### config.mk
export PLATFORM = sky130hd
export DESIGN_NAME = wcd6502_micro_core
export DESIGN_NICKNAME = d
export VERILOG_FILES = /design/src/rtl/wcd6502_micro_core.sv
export SDC_FILE = /design/constraint.sdc
export NUM_CORES = 1
export LEC_CHECK = 0
export ABC_AREA = 1
export CELL_PAD_IN_SITES_DETAIL_PLACEMENT = 0
export CELL_PAD_IN_SITES_GLOBAL_PLACEMENT = 1
export CORE_MARGIN = 2
export CORE_UTILIZATION = 49
export CTS_CLUSTER_DIAMETER = 150
export DETAILED_ROUTE_END_ITERATION = 8
export DONT_BUFFER_PORTS = 1
export PLACE_DENSITY_LB_ADDON = 0.1
export SETUP_SLACK_MARGIN = 0.05
export SLEW_MARGIN = 20
export SYNTH_ARGS = -nofsm -noshare
export SYNTH_HDL_FRONTEND = slang
export SYNTH_SLANG_ARGS = --single-unit
### constraint.sdc
create_clock -name Clk -period 4.7 [get_ports Clk]
set_clock_uncertainty 0.1 [all_clocks]
set_input_delay 0.94 -clock Clk [delete_from_list [all_inputs] [get_ports Clk]]
set_output_delay 0.94 -clock Clk [all_outputs]
set_load 0.03 [all_outputs]
### src/rtl/wcd6502_micro_core.sv
// ---------------------------------------------------------------------------
// wcd6502_micro_core
// Decoding micro-core for a 6502 subset (NOP, LDA #imm, PHA, PLA, JMP abs).
// It is a master on a split-data bus. After reset it loads PC from the reset
// vector, then fetches and executes instructions. Rdy stretches any bus cycle.
//
// Ports
//   Clk        in   system clock, rising edge
//   nRst       in   asynchronous active-low reset
//   AB         out  address bus (registered)
//   DB         out  write data, valid while nWR=0
//   nRD / nWR  out  read / write strobes, active low
//   DB_IN      in   read data, sampled at the edge that ends a read cycle
//   Rdy        in   1 = the current bus cycle ends at this edge
//   Sync       out  1 while the current cycle is an opcode fetch
//   Halted     out  sticky flag, set by an illegal opcode or a stack fault
//   Status_SP  out  stack pointer
//   Status_A   out  accumulator
//   Status_PC  out  program counter
//
// Build option
//   WCD_STACK_GUARD_EN : when defined, PHA at SP=00 or PLA at SP=FF halts the
//                        core without a stack access. Otherwise SP wraps.
// ---------------------------------------------------------------------------
module wcd6502_micro_core #(
  parameter int unsigned ADDR_W     = 16,
  parameter logic [15:0] RESET_VEC  = 16'hFFFC,
  parameter logic [7:0]  STACK_PAGE = 8'h01,
  parameter logic [7:0]  SP_INIT    = 8'hFD,
  parameter logic [7:0]  A_INIT     = 8'h00
) (
  input  logic              Clk,
  input  logic              nRst,
  output logic [ADDR_W-1:0] AB,
  output logic [7:0]        DB,
  output logic              nRD,
  output logic              nWR,
  input  logic [7:0]        DB_IN,
  input  logic              Rdy,
  output logic              Sync,
  output logic              Halted,
  output logic [7:0]        Status_SP,
  output logic [7:0]        Status_A,
  output logic [ADDR_W-1:0] Status_PC
);

`ifdef WCD_STACK_GUARD_EN
  localparam logic GUARD_EN = 1'b1;
`else
  localparam logic GUARD_EN = 1'b0;
`endif

  localparam logic [ADDR_W-1:0] VEC_LO_ADDR = ADDR_W'(RESET_VEC);
  localparam logic [ADDR_W-1:0] VEC_HI_ADDR = ADDR_W'(RESET_VEC) + ADDR_W'(1'b1);

  typedef enum logic [3:0] {
    ST_BOOT  = 4'd0,
    ST_VEC_L = 4'd1,
    ST_VEC_H = 4'd2,
    ST_FETCH = 4'd3,
    ST_IMM   = 4'd4,
    ST_ABS_L = 4'd5,
    ST_ABS_H = 4'd6,
    ST_PUSH  = 4'd7,
    ST_PULL  = 4'd8,
    ST_HALT  = 4'd9
  } state_e;

  state_e            state_q, state_d;
  logic [ADDR_W-1:0] pc_q, pc_d;
  logic [7:0]        sp_q, sp_d;
  logic [7:0]        a_q, a_d;
  logic [7:0]        tmp_q, tmp_d;
  logic [ADDR_W-1:0] ab_q, ab_d;
  logic [7:0]        db_q, db_d;
  logic              nrd_q, nrd_d;
  logic              nwr_q, nwr_d;
  logic              sync_q, sync_d;
  logic              halted_q, halted_d;

  logic [ADDR_W-1:0] pc_inc_s;
  logic [7:0]        sp_inc_s;
  logic [7:0]        sp_dec_s;

  // Stack location for a given SP, zero-extended to the bus width.
  function automatic logic [ADDR_W-1:0] stack_addr(input logic [7:0] sp);
    stack_addr = ADDR_W'({STACK_PAGE, sp});
  endfunction

  assign pc_inc_s = pc_q + ADDR_W'(1'b1);
  assign sp_inc_s = sp_q + 8'd1;
  assign sp_dec_s = sp_q - 8'd1;

  // Next-state and next-bus-cycle computation; bus outputs for the following
  // cycle are prepared here and registered at the edge ending this cycle.
  always_comb begin
    state_d  = state_q;
    pc_d     = pc_q;
    sp_d     = sp_q;
    a_d      = a_q;
    tmp_d    = tmp_q;
    ab_d     = ab_q;
    db_d     = db_q;
    nrd_d    = nrd_q;
    nwr_d    = nwr_q;
    sync_d   = sync_q;
    halted_d = halted_q;
    // BOOT is an idle cycle and does not wait for Rdy.
    if (Rdy || (state_q == ST_BOOT)) begin
      ab_d   = {ADDR_W{1'b0}};
      db_d   = 8'h00;
      nrd_d  = 1'b1;
      nwr_d  = 1'b1;
      sync_d = 1'b0;
      case (state_q)
        ST_BOOT: begin
          state_d = ST_VEC_L;
          ab_d    = VEC_LO_ADDR;
          nrd_d   = 1'b0;
        end
        ST_VEC_L: begin
          pc_d    = ADDR_W'(DB_IN);
          state_d = ST_VEC_H;
          ab_d    = VEC_HI_ADDR;
          nrd_d   = 1'b0;
        end
        ST_VEC_H: begin
          pc_d    = ADDR_W'({DB_IN, pc_q[7:0]});
          state_d = ST_FETCH;
          ab_d    = ADDR_W'({DB_IN, pc_q[7:0]});
          nrd_d   = 1'b0;
          sync_d  = 1'b1;
        end
        ST_FETCH: begin
          pc_d = pc_inc_s;
          case (DB_IN)
            8'hEA: begin
              state_d = ST_FETCH;
              ab_d    = pc_inc_s;
              nrd_d   = 1'b0;
              sync_d  = 1'b1;
            end
            8'hA9: begin
              state_d = ST_IMM;
              ab_d    = pc_inc_s;
              nrd_d   = 1'b0;
            end
            8'h4C: begin
              state_d = ST_ABS_L;
              ab_d    = pc_inc_s;
              nrd_d   = 1'b0;
            end
            8'h48: begin
              if (GUARD_EN && (sp_q == 8'h00)) begin
                state_d  = ST_HALT;
                halted_d = 1'b1;
              end else begin
                state_d = ST_PUSH;
                ab_d    = stack_addr(sp_q);
                db_d    = a_q;
                nwr_d   = 1'b0;
              end
            end
            8'h68: begin
              if (GUARD_EN && (sp_q == 8'hFF)) begin
                state_d  = ST_HALT;
                halted_d = 1'b1;
              end else begin
                state_d = ST_PULL;
                ab_d    = stack_addr(sp_inc_s);
                nrd_d   = 1'b0;
              end
            end
            default: begin
              state_d  = ST_HALT;
              halted_d = 1'b1;
            end
          endcase
        end
        ST_IMM: begin
          a_d     = DB_IN;
          pc_d    = pc_inc_s;
          state_d = ST_FETCH;
          ab_d    = pc_inc_s;
          nrd_d   = 1'b0;
          sync_d  = 1'b1;
        end
        ST_ABS_L: begin
          tmp_d   = DB_IN;
          pc_d    = pc_inc_s;
          state_d = ST_ABS_H;
          ab_d    = pc_inc_s;
          nrd_d   = 1'b0;
        end
        ST_ABS_H: begin
          pc_d    = ADDR_W'({DB_IN, tmp_q});
          state_d = ST_FETCH;
          ab_d    = ADDR_W'({DB_IN, tmp_q});
          nrd_d   = 1'b0;
          sync_d  = 1'b1;
        end
        ST_PUSH: begin
          sp_d    = sp_dec_s;
          state_d = ST_FETCH;
          ab_d    = pc_q;
          nrd_d   = 1'b0;
          sync_d  = 1'b1;
        end
        ST_PULL: begin
          sp_d    = sp_inc_s;
          a_d     = DB_IN;
          state_d = ST_FETCH;
          ab_d    = pc_q;
          nrd_d   = 1'b0;
          sync_d  = 1'b1;
        end
        ST_HALT: begin
          state_d  = ST_HALT;
          halted_d = 1'b1;
        end
        default: begin
          state_d  = ST_HALT;
          halted_d = 1'b1;
        end
      endcase
    end else begin
      // Wait state: bus, state and registers all hold.
      state_d = state_q;
    end
  end

  // State, architectural registers and registered bus outputs.
  always_ff @(posedge Clk or negedge nRst) begin
    if (!nRst) begin
      state_q  <= ST_BOOT;
      pc_q     <= {ADDR_W{1'b0}};
      sp_q     <= SP_INIT;
      a_q      <= A_INIT;
      tmp_q    <= 8'h00;
      ab_q     <= {ADDR_W{1'b0}};
      db_q     <= 8'h00;
      nrd_q    <= 1'b1;
      nwr_q    <= 1'b1;
      sync_q   <= 1'b0;
      halted_q <= 1'b0;
    end else begin
      state_q  <= state_d;
      pc_q     <= pc_d;
      sp_q     <= sp_d;
      a_q      <= a_d;
      tmp_q    <= tmp_d;
      ab_q     <= ab_d;
      db_q     <= db_d;
      nrd_q    <= nrd_d;
      nwr_q    <= nwr_d;
      sync_q   <= sync_d;
      halted_q <= halted_d;
    end
  end

  assign AB        = ab_q;
  assign DB        = db_q;
  assign nRD       = nrd_q;
  assign nWR       = nwr_q;
  assign Sync      = sync_q;
  assign Halted    = halted_q;
  assign Status_SP = sp_q;
  assign Status_A  = a_q;
  assign Status_PC = pc_q;

endmodule

==> results of run 1 <==
[final cells by class]
class | count | area [sq um] | share of cell area, %
Clock buffer | 9 | 123.9 | 2.650
Inverter | 65 | 246.5 | 5.273
Timing Repair Buffer | 1 | 7.507 | 0.1606
Sequential cell | 72 | 1813 | 38.78
Tap cell | 108 | 135.1 | 2.891
Clock inverter | 7 | 61.31 | 1.312
Multi-Input combinational cell | 494 | 2287 | 48.93
[flip-flops by register name, indices dropped and copies added, names as in the netlist]
| name | cells |
|---|---|
| state_q | 4 |
| Status_PC | 16 |
| DB | 8 |
| AB | 16 |
| Sync | 1 |
| tmp_q | 8 |
| Status_SP | 8 |
| nRD | 1 |
| Status_A | 8 |
| Halted | 1 |
| nWR | 1 |
[cells in the mapped netlist, types with 2 or more instances]
cell and count:
nand3_1 32, nand4_1 4, ha_1 3, nor2_4 3
inv_2 5, o22ai_1 2, dfrtp_1 63, o21ai_1 7
nor2_1 71, o211ai_1 4, nand2_2 4, nand2_1 239
nand3b_1 2, xor2_1 10, a22o_1 8, dfstp_2 9
o21ai_0 51, nor3_1 4, inv_1 58, a211oi_1 3
a21oi_1 26, nand3_2 4, buf_4 2, buf_2 9
nand2_4 2, nor2_2 6, clkbuf_1 4, a31oi_1 2
[cells by family after synthesis]
kind of cell	count (synthesis)	synth area share, %
AOI/OAI and AO/OA	107	13.52
DFF	72	40.90
buffers and inverters	81	7.508
adders and majority gates	3	0.8468
and+or+nand+nor	374	35.25
xor gates and xnor gates	10	1.976
[routing by layer]
metal / track usage [%] / share of wire (%)
met1: 41.36 / 45
met2: 42.88 / 44
met3: 7.449 / 8.7
met4: 9.694 / 2.3
met5: 0 / 0
[where the power goes]
group	internal (mW)	total, mW	switching [mW]
Clock	0.203	0.481	0.279
Sequential	0.836	1.45	0.612
Combinational	0.322	1.05	0.732
[layout by cell type (no fill, tap or decap), types with 2 or more instances in the layout]
cell type / n
nand2_1: 239
nor2_1: 71
dfrtp_1: 63
inv_1: 58
o21ai_0: 51
nand3_1: 32
a21oi_1: 26
xor2_1: 10
dfstp_2: 9
clkbuf_8: 9
a22o_1: 8
o21ai_1: 7
nor2_2: 6
inv_2: 5
nand2_2: 4
nand3_2: 4
nor3_1: 4
o211ai_1: 4
nand4_1: 4
inv_6: 4
nor2_4: 3
a211oi_1: 3
ha_1: 3
nand2_4: 2
a31oi_1: 2
nand3b_1: 2
o22ai_1: 2
clkinvlp_4: 2
[per-stage QoR]
step,power [mW],cells
after floorplan,2.184,647
after global placement,2.493,740
after detailed placement,2.497,740
after CTS,2.987,756
after global routing,3.203,756
final,2.985,756
[critical path: cells and delay by family]
| kind | cells | cell delay, ns |
|---|---|---|
| AO/OA/AOI/OAI | 1 | 0.22 |
| AND/OR/NAND/NOR | 7 | 1.17 |
| buffers and inverters | 1 | 0.26 |
[final timing paths]
| check | startpoint | to |
|---|---|---|
| worst max-delay path | DB_IN[4] | AB[1] |
| worst min-delay path | nRst | tmp_q[7] |
| worst max register to register | state_q[0] | Status_SP[2] |
| worst min register to register | tmp_q[4] | tmp_q[4] |
| min in group Clk | tmp_q[4] | tmp_q[4] |
| max in group asynchronous | nRst | nWR |
==> run metrics, run 1 <==
worst reg-to-reg path cell count=7; peak per-stage delay on the critical path=between 0.3 and 0.4 ns; relative slew slack=59.80%; top cells by area, synth=dfrtp_1, nand2_1, nor2_1, o21ai_0, dfstp_2; fill count=913; area of the core=slightly below 0.009 sq mm; CTS HTree Levels=3; Post-Place Cell Area=around 0.0045 sq mm; PnR worst setup slack=2.309 ns; Synth area leader=dfrtp_1; CTS Hold Buffers Added=0; first-pass GRT wire length=22,250 um; Hold WC Path Type=in2async; Total GRT Usage=between 20 and 30%; pre-CTS WS=2.018 ns; CTS tree=done; Core Rows=34; final WL=13,560 um; Resized cells post-CTS=0; Final setup viols=0; P&R area growth vs syn=5.447%; Die ar.=0.009824 sq mm; Starting Density=50.59%; largest net degree at the start of global routing=73; WS Path Type=in2reg; cells after synthesis=647; Seq/Total Area, Yosys=40.90%; Worst Path Arrival=2.60 ns; Max Root-Sink Buffers=2; Port-buffer cells=0; grt total ovfl=0; critical path required time=4.90 ns; crit path time final=2.391 ns; Worst Setup Start Kind=primary input; Synth top area share=35.56%; Yosys Warn Count=0; final count of hold timing violations=0; die extent in x=99.12 um; power per cell area=638.5 mW/mm^2; Slowest cell on crit path=nand4_1; Vias=4,256; Synth Flop Type=dfrtp_1; fraction of layout instances using a drive strength above 1=under 10%; Routed Antenna Nets=0; worst slew pin tran=0.6029 ns; most used cell, CP=nand2_1; outcome=completed; number of DRC markers in iteration 0=255; Mapped Nets=661; RSZ-0062 raised after global routing=false; final hold slack=around 0.16 ns; initial antenna violation count=0; Final Slew Violations=0; IO Count=just over 70; leakage=2.371 nW; postcts setup bufs=0; Fin Setup TNS=0 ns; number of global-route vias before repair=4,149; Max Freq=418.2 MHz; residual DRC count=0; syn avg cell area=~7 sq um; clock sink count=72; DR vias/cell=5.630; async set-reset flop share out of synthesis=100.0%; TritonRoute pass-1 iters=5; clock slew at reported path FFs=0.09 ns; Post-layout nets=about 660; DIE HEIGHT=between 90 and 100 um; Setup crit end kind=register; final core utilization=53.34%; routed len/inst=17.94 um; Worst VDD drop=0.3573 mV; Worst R2R Setup Slack=around 2.4 ns; register bit total from synthesis=72; Clk Latency, worst-skew pair=0.36 ns; n_diodes=0; max_cap viols=0; fin area=0.004674 sq mm; Detailed Place HPWL=9997 um; CTS Root Cell=clkbuf_8; total CTS buffers=9; number of distinct library cells after synthesis=38; critical-path maximum fanout=7; Post-Syn Area=between 0.004 and 0.005 sq mm; GPL Wtd Cong=0.9623; CP Cell Sequence=inv_1 -> nand2_1 -> nor2_1 -> nand2_1 -> nand4_1 -> a21oi_1 -> nand2_1 -> nand2_1 -> nand2_1; Post-synth EDFFs=0; Final period util=50.87%
No activity file was read; power rests on OpenSTA's default activity.
==> inputs of run 2 (changes only) <==
- CORE_UTILIZATION: 49 -> 41
- clock period: 4.7 -> 2 ns (I/O delays scaled with it)
==> run 2 against run 1 <==
The run now ends with hold timing left. Non-clock buffer count grew 54. Total power rose to 2.6 times the previous value. Via count increased by 3.4%. Register-to-register slack lost 2.2 ns. Sequential power rose by 99%. Critical path depth rose by 2. Flip-flop and latch count stayed put. Global-route usage decreased by 2.1 points. Core utilization is 3.6 points lower. Die area is 19% higher. Largest power group is now combinational logic.
==> run metrics, run 2 (synthesis results as in run 1) <==
Clk Latency, worst-skew pair=0.37 ns (about the same); Max Freq=536.2 MHz; CP Capture Point=AB[8]; crit path time final=1.865 ns; Vias=4,400 (+3.4%); WS Path Type=reg2reg; Core Rows=37 (+8.8%); Detailed Place HPWL=11,320 um (+13%); clock slew at reported path FFs=0.09 ns (about the same); residual DRC count=0 (unchanged); first-pass GRT wire length=23,640 um (+6.2%); Final setup viols=0 (unchanged); Hold WC Path Type=in2async; CTS tree=done; P&R area growth vs syn=16.79%; final hold slack=-0.3845 ns (-0.5488 ns); Die ar.=0.01166 sq mm (+19%); final core utilization=49.71% (-3.6 points); Post-layout nets=711 (+8.2%); Final Power=7.708 mW (+160%); IO Count=71 (unchanged); Total GRT Usage=26.78% (-2.1 points); Port-buffer cells=0 (unchanged); Max Root-Sink Buffers=2 (unchanged); critical path required time=2.17 ns (-2.73 ns); n_diodes=0 (unchanged); leakage=2.634 nW (+11%); DR vias/cell=5.251 (-6.7%); Worst VDD drop=0.7909 mV (+120%); Routed Antenna Nets=0 (unchanged); grt total ovfl=0 (unchanged); CTS Hold Buffers Added=1 (+1); total CTS buffers=9 (unchanged); TritonRoute pass-1 iters=5 (unchanged); final WL=14,790 um (+9.0%); routed len/inst=17.65 um (-1.7%); CTS Root Cell=clkbuf_8; worst flop-to-flop path startpoint=Status_PC[1]; CTS HTree Levels=3 (unchanged); outcome=finished with violations; largest net degree at the start of global routing=73 (unchanged); initial antenna violation count=0 (unchanged); failing checks=hold timing; final count of hold timing violations=72 (+72); area of the core=0.01042 sq mm (+19%); critical-path maximum fanout=3 (-4); fraction of layout instances using a drive strength above 1=15.95% (+7.9 points); number of DRC markers in iteration 0=361 (+42%); worst slew pin tran=0.4848 ns (-0.1181 ns); GPL Wtd Cong=0.9550 (-0.76%); relative slew slack=67.68% (+7.9 points); CP Launch Point=Status_PC[1]; clock sink count=72 (unchanged); RR Endpoint=AB[8]; commonest cells after routing, fill and taps aside=nand2_1, nor2_1, dfrtp_1; max_cap viols=0 (unchanged); Worst Path Arrival=2.03 ns (-0.57 ns); Setup crit end kind=register; Final Slew Violations=0 (unchanged); commonest non-fill, non-tap cell in the layout=nand2_1; Fin Setup TNS=0 ns (unchanged); power per cell area=1489 mW/mm^2 (+130%); Worst Setup Start Kind=register; worst reg-to-reg path cell count=11 (+4); number of global-route vias before repair=4,319 (+4.1%); Worst R2R Setup Slack=0.14 ns (-2.21 ns); RSZ-0062 raised after global routing=true; Final period util=just over 90%; die extent in x=108.0 um (+8.9%); Starting Density=42.56% (-8.0 points); DIE HEIGHT=108.0 um (+8.9%)
## run 2: through the flow
stage          cell area (sq um)  setup WS, ns  std cells
2_1_floorplan               4433        0.1256        647
3_5_place_dp                4927      -0.05820        820
6_report                    5177        0.1351        838
3_3_place_gp                4927      -0.07681        820
5_1_grt                     5177       0.01893        838
4_1_cts                     5127       0.07028        837
## run 2: repair_timing
| item | 4_1_cts | 5_1_grt |
|---|---|---|
| hold endpoints to repair | 73 | 72 |
| buffers inserted | 0 | 1 |
| endpoints found under the setup margin | 1 | 45 |
| resized for setup | 1 | 13 |
## run 2: layer usage
metal,GRT usage [%],routed length [um],up-vias,share of wire (%)
met3,5.425,939,29,6.4
li1,-,-,2168,-
met4,10.26,406,0,2.7
met1,38.30,7016,2058,47
met5,0,0,-,0
met2,39.89,6424,145,43
## run 2: final cells by class
type / instances / area [sq um]
Clock buffer: 9 / 123.9
Clock inverter: 7 / 61.31
Fill cell: 1136 / 5239
Inverter: 65 / 254.0
Multi-Input combinational cell: 494 / 2327
Sequential cell: 72 / 1813
Tap cell: 136 / 170.2
Timing Repair Buffer: 55 / 427.9
## run 2: worst min-delay path by stage
stage / from / slack (ns) / end
floorplan: nRst / 0.004 / AB[0]
global placement: nRst / 0.008 / Status_SP[1]
detailed placement: nRst / 0.008 / Status_SP[1]
CTS: nRst / -0.40 / Status_PC[11]
global route: nRst / -0.41 / state_q[2]
finish: nRst / -0.38 / AB[0]
## run 2: critical path, stage by stage (launching register included)
cell and delay [ns]:
dfrtp_1 0.36, ha_1 0.25, nand3_1 0.14, nor2_2 0.16
inv_1 0.07, o21ai_0 0.17, buf_4 0.16, nor2_1 0.05
nor2_1 0.11, nand2_1 0.09, nand2_1 0.06, nand2_1 0.05
## run 2: report_power, final
| part | internal, mW | total (mW) | switching [mW] |
|---|---|---|---|
| registers | 1.96 | 2.89 | 0.930 |
| logic | 1.28 | 3.67 | 2.39 |
| clock network | 0.474 | 1.14 | 0.670 |
